--- src/rtl/replacement_policy.sv ---
// rtl/replacement_policy.sv - cache victim-way selection: round-robin, tree-PLRU or LFSR-random
//
// Ports:
//   clk, rst        rising-edge clock, asynchronous active-high reset
//   access_en       touch of (access_index, access_way); updates that set's recency state
//   lookup_en       victim request qualifier; only feeds the stall counter
//   lookup_index    set whose victim is reported on victim_way
//   valid_mask      line-valid bits of the lookup set
//   lock_mask       ways never chosen as victims (applies to every set)
//   victim_way      chosen victim, combinational from current state and lookup inputs
//   victim_valid    1 when at least one way is unlocked
//   stall_cnt       saturating count of lookup cycles that found no usable way
module replacement_policy #(
  parameter int          NUM_SETS   = 64,
  parameter int          NUM_WAYS   = 4,
  parameter int          POLICY     = 1,
  parameter logic [15:0] LFSR_SEED  = 16'hACE1,
  localparam int         INDEX_BITS = $clog2(NUM_SETS),
  localparam int         WAY_BITS   = $clog2(NUM_WAYS)
) (
  input  logic                  clk,
  input  logic                  rst,
  input  logic                  access_en,
  input  logic [INDEX_BITS-1:0] access_index,
  input  logic [WAY_BITS-1:0]   access_way,
  input  logic                  lookup_en,
  input  logic [INDEX_BITS-1:0] lookup_index,
  input  logic [NUM_WAYS-1:0]   valid_mask,
  input  logic [NUM_WAYS-1:0]   lock_mask,
  output logic [WAY_BITS-1:0]   victim_way,
  output logic                  victim_valid,
  output logic [15:0]           stall_cnt
);

  // Policy candidate for lookup_index, before valid/lock filtering.
  logic [WAY_BITS-1:0] cand;

  generate
    if (POLICY == 0) begin : g_rr
      // One pointer per set: the way after the most recently touched one.
      logic [WAY_BITS-1:0] ptr [NUM_SETS];

      always_ff @(posedge clk or posedge rst) begin
        if (rst) begin
          for (int s = 0; s < NUM_SETS; s++) begin
            ptr[s] <= '0;
          end
        end else if (access_en) begin
          // Power-of-two way count: natural wrap gives mod NUM_WAYS.
          ptr[access_index] <= access_way + WAY_BITS'(1);
        end
      end

      assign cand = ptr[lookup_index];
    end else if (POLICY == 1) begin : g_plru
      // Heap-ordered tree: node 0 is the root, children of n are 2n+1
      // (lower half) and 2n+2 (upper half). A bit of 1 points upward.
      logic [NUM_WAYS-2:0] tree [NUM_SETS];
      logic [NUM_WAYS-2:0] walk_bits;
      logic [NUM_WAYS-2:0] upd_bits;
      logic [WAY_BITS-1:0] walk_node;
      logic [WAY_BITS-1:0] walk_way;
      logic [WAY_BITS-1:0] upd_node;

      always_comb begin
        walk_bits = tree[lookup_index];
        walk_node = '0;
        walk_way  = '0;
        for (int l = 0; l < WAY_BITS; l++) begin
          walk_way  = (walk_way << 1) | WAY_BITS'(walk_bits[walk_node]);
          walk_node = (walk_node << 1) + WAY_BITS'(1) + WAY_BITS'(walk_bits[walk_node]);
        end
      end

      // Every node on the touched way's path is turned to the other half.
      always_comb begin
        upd_bits = tree[access_index];
        upd_node = '0;
        for (int l = 0; l < WAY_BITS; l++) begin
          upd_bits[upd_node] = ~access_way[WAY_BITS-1-l];
          upd_node = (upd_node << 1) + WAY_BITS'(1) + WAY_BITS'(access_way[WAY_BITS-1-l]);
        end
      end

      always_ff @(posedge clk or posedge rst) begin
        if (rst) begin
          for (int s = 0; s < NUM_SETS; s++) begin
            tree[s] <= '0;
          end
        end else if (access_en) begin
          tree[access_index] <= upd_bits;
        end
      end

      assign cand = walk_way;
    end else begin : g_lfsr
      // Shared Fibonacci LFSR, taps 16,14,13,11; free-running, no per-set state.
      logic [15:0] lfsr;
      logic        unused_inputs;

      always_ff @(posedge clk or posedge rst) begin
        if (rst) begin
          lfsr <= LFSR_SEED;
        end else begin
          lfsr <= {lfsr[14:0], lfsr[15] ^ lfsr[13] ^ lfsr[12] ^ lfsr[10]};
        end
      end

      assign cand          = lfsr[WAY_BITS-1:0];
      assign unused_inputs = ^{access_en, access_index, access_way, lookup_index};
    end
  endgenerate

  // Victim priority: free unlocked way first, then the candidate, then the
  // next unlocked way above the candidate (the k=0 step covers the candidate).
  logic                found;
  logic [WAY_BITS-1:0] scan_way;

  always_comb begin
    victim_way = '0;
    found      = 1'b0;
    scan_way   = '0;
    for (int i = 0; i < NUM_WAYS; i++) begin
      if (!found && !valid_mask[i] && !lock_mask[i]) begin
        victim_way = WAY_BITS'(i);
        found      = 1'b1;
      end
    end
    for (int k = 0; k < NUM_WAYS; k++) begin
      scan_way = cand + WAY_BITS'(k);
      if (!found && !lock_mask[scan_way]) begin
        victim_way = scan_way;
        found      = 1'b1;
      end
    end
    victim_valid = |(~lock_mask);
  end

  always_ff @(posedge clk or posedge rst) begin
    if (rst) begin
      stall_cnt <= '0;
    end else if (lookup_en && !victim_valid && stall_cnt != 16'hFFFF) begin
      stall_cnt <= stall_cnt + 16'd1;
    end
  end

endmodule

--- config.mk ---
export PLATFORM = sky130hd
export DESIGN_NAME = replacement_policy
export DESIGN_NICKNAME = d
export VERILOG_FILES = /design/src/rtl/replacement_policy.sv
export SDC_FILE = /design/constraint.sdc
export NUM_CORES = 1
export LEC_CHECK = 0
export BUFFER_PORTS_ARGS = -buffer_cell sky130_fd_sc_hd__buf_2
export CORE_ASPECT_RATIO = 0.5
export CORE_MARGIN = 4
export CORE_UTILIZATION = 45
export DETAILED_ROUTE_END_ITERATION = 6
export PLACE_DENSITY = 0.61
export REMOVE_ABC_BUFFERS = 1
export SETUP_SLACK_MARGIN = 0.1
export SLEW_MARGIN = 10
export SYNTH_ARGS = -nofsm -noshare
export SYNTH_HDL_FRONTEND = slang
export SYNTH_SLANG_ARGS = --single-unit
--- constraint.sdc ---
create_clock -name clk -period 7.9 [get_ports clk]
set_input_delay 0.79 -clock clk [delete_from_list [all_inputs] [get_ports clk]]
set_output_delay 0.79 -clock clk [all_outputs]
set_load 0.005 [all_outputs]
==> flow_summary.json <==
{
  "htreeDepth": 1,
  "num_rows": 39,
  "yosys.area_share.simple": 0.135,
  "overflow": 0,
  "finalClockSkew_ns": 0.0196,
  "start_util": 0.464,
  "crit_fanout": 34,
  "synth_xor_area_frac": 0.0122,
  "cts_resized": 0,
  "cp.required_ns": 7.11,
  "diodes": 0,
  "drive_above_1_share": 0.205,
  "clock_path_buffers": 3,
  "crit_chain": "buf_2, buf_4, mux4_2, and2_1, a211oi_1, nor4_2, nor2_1, nor3b_1, or4b_4, and3_1, o31ai_1, buf_2",
  "grt_max_degree": 133,
  "end_kind": "output port",
  "cp.arrival_ns": 4.80,
  "hold_viol": 0,
  "gp_congestion": 0.879,
  "dp_hpwl_um": 20300,
  "wl_per_cell_um": 23.5,
  "antenna_found_initial": 0,
  "grt_usage": 0.242,
  "synth_seq_area_share": 0.485,
  "ir_drop_mv": 0.136,
  "fin_nets": 1055,
  "slowest_delay_ns": 0.60,
  "vias": 8503,
  "synth_cells": 1014,
  "cpMostUsedCell": "buf_2",
  "post-cts-setup-buffer-count": 0,
  "fillers": 2032,
  "async_reset_ff_frac": 1.00,
  "cts_made_buffers": 21,
  "worstSetupPathType": "in -> out",
  "syn_to_final_growth_pct": 10.9,
  "synth_edf_count": 0,
  "first_global_vias": 8300,
  "synth_area_sq_um": 10700,
  "grt_pass1_wl_um": 49300,
  "cts_hold_buf": 0,
  "die-height_um": 117,
  "p_leak_nw": 5.12,
  "clock-sinks": 208,
  "critPathBufInv": 3,
  "drt-total-wl_um": 31700,
  "outcome": "completed",
  "drc": 0,
  "synth.area.mux_share": 0.189,
  "syn-mean-instance-area_sq_um": 10.6,
  "yosys_warnings": 0,
  "clk_latency_ns": 0.51,
  "synth_cell_types": 58,
  "final.min_clock_period_ns": 5.59,
  "crit_path_start_kind": "primary input",
  "die_w_um": 226,
  "worstMarginPinSlew_ns": 1.20,
  "synth_compound_area_frac": 0.149,
  "synth-adder-area-share": 0.00117,
  "rsz0062_at_grt": "no",
  "setup_viol": 0,
  "root_buffer": "clkbuf_16",
  "path_delay_family": "simple AND/OR/NAND/NOR gates",
  "maxCapViolCount": 0,
  "hold_path.class": "in -> async",
  "fin_crit_sh": 0.708,
  "drt_iter0_drc": 950,
  "ios": 45,
  "clk_pin_slew_ns": 0.06,
  "ys_ff_latch": 208,
  "whs_ns": 0.491,
  "slew_violations": 0,
  "p_per_area_nw_per_um2": 248,
  "synthFlopType": "dfrtp_1",
  "tns_ns": 0,
  "max_freq_ghz": 0.179,
  "ant_nets": 0,
  "slew_headroom": 0.201,
  "viasPerCell": 6.30,
  "die_area_sq_um": 26500,
  "port_buffers": 44,
  "synth_top_family_by_area": "multiplexers",
  "cpMaxStageDelayCell": "nor2_1",
  "drt_pass1_iterations": 5,
  "cts_tree": "done",
  "core-area_sq_um": 23100
}
-- area by class of cell --
class	count	area, sq um	area share
Clock inverter	8	100	0.00841
Tap cell	307	384	0.0323
Clock buffer	30	619	0.0520
Sequential cell	208	5200	0.437
Inverter	4	22.5	0.00189
Timing Repair Buffer	57	318	0.0267
Multi-Input combinational cell	736	5260	0.442
-- placed cells by master (no fill, tap or decap), types with 11 or more instances in the layout --
master and instances:
dfrtp_1 208, nor2_1 179, a21oi_1 106, mux2_2 75, a22oi_1 63, nand2_1 52
buf_2 44, mux4_2 36, o21ai_0 32, mux2i_1 28, nand4_1 22, clkbuf_16 21
nand3_1 18, o31ai_1 14, buf_4 13, xnor2_1 11
-- power by group --
group | internal (mW) | switching [mW] | total [mW]
Combinational | 0.244 | 0.276 | 0.520
Clock | 0.615 | 0.431 | 1.05
Sequential | 1.24 | 0.146 | 1.39
Total | 2.10 | 0.853 | 2.95
-- registers in the layout, summed over array words and instances (netlist names) --
| name | flops |
|---|---|
| g_plru.tree | 192 |
| stall_cnt | 16 |
-- per-stage QoR --
step / utilization / worst slack (ns) / cells / area, sq um / total power [mW]
global placement: 0.484 / 2.45 / 1312 / 11200 / 1.90
CTS: 0.515 / 2.37 / 1350 / 11900 / 2.96
global route: 0.515 / 2.08 / 1350 / 11900 / 3.08
floorplan: - / 1.43 / 948 / 10400 / 1.71
detailed placement: 0.484 / 2.38 / 1312 / 11200 / 1.91
finish: 0.515 / 2.31 / 1350 / 11900 / 2.95
-- logic make-up (layout without fill, tap and decap cells) --
group | count (synthesis) | in the layout
multiplexers | 143 | 143
AO/OA/AOI/OAI | 257 | 257
buffers and inverters | 70 | 99
XOR/XNOR | 15 | 15
AND/OR/NAND/NOR | 320 | 320
adder cells (fa/ha/maj) | 1 | 1
flip-flops | 208 | 208
-- Yosys cell counts (all sizes together) (2+ instances only) --
master,number,share of area
or4b,2,0.0022
buf,20,0.012
a211oi,8,0.0056
nand4,22,0.013
nand3b,3,0.0021
xor2,4,0.0033
a221oi,4,0.0033
a21oi,106,0.049
nand2,52,0.018
o21ai,34,0.016
mux2,76,0.080
a22o,5,0.0041
a22oi,63,0.044
a31oi,3,0.0017
mux4,39,0.083
nand2b,7,0.0041
a41o,2,0.0019
nor3b,6,0.0047
mux2i,28,0.026
nand3,18,0.0084
nor2b,6,0.0035
nor3,8,0.0037
clkbuf,46,0.016
nor4,2,0.0017
and4,3,0.0024
o211ai,4,0.0028
xnor2,11,0.0090
o21bai,2,0.0014
and3,3,0.0017
nor2,179,0.063
o31ai,14,0.0098
inv,4,0.0014
and2,2,0.0012
dfrtp,208,0.48
o22ai,5,0.0029
and3b,4,0.0033
-- worst paths after layout --
kind | start | end | slack, ns | cells past startpoint
min reg2reg | stall_cnt[9] | stall_cnt[9] | 0.50 | 1
max reg2reg | g_plru.tree[119] | g_plru.tree[83] | 4.71 | 9
max in group asynchronous | rst | g_plru.tree[98] | 5.84 | 3
min in group clk | stall_cnt[9] | stall_cnt[9] | 0.50 | 1
min | rst | stall_cnt[5] | 0.49 | 2
max | lookup_index[2] | victim_way[0] | 2.31 | 12
-- routing by layer --
layer,global-route usage,wire (um),share of wire
met1,0.364,14200,0.45
met5,0,0,0
met2,0.351,13100,0.41
met4,0.0774,850,0.027
met3,0.0546,3510,0.11
Note: power is estimated with default switching activity, not from simulation.
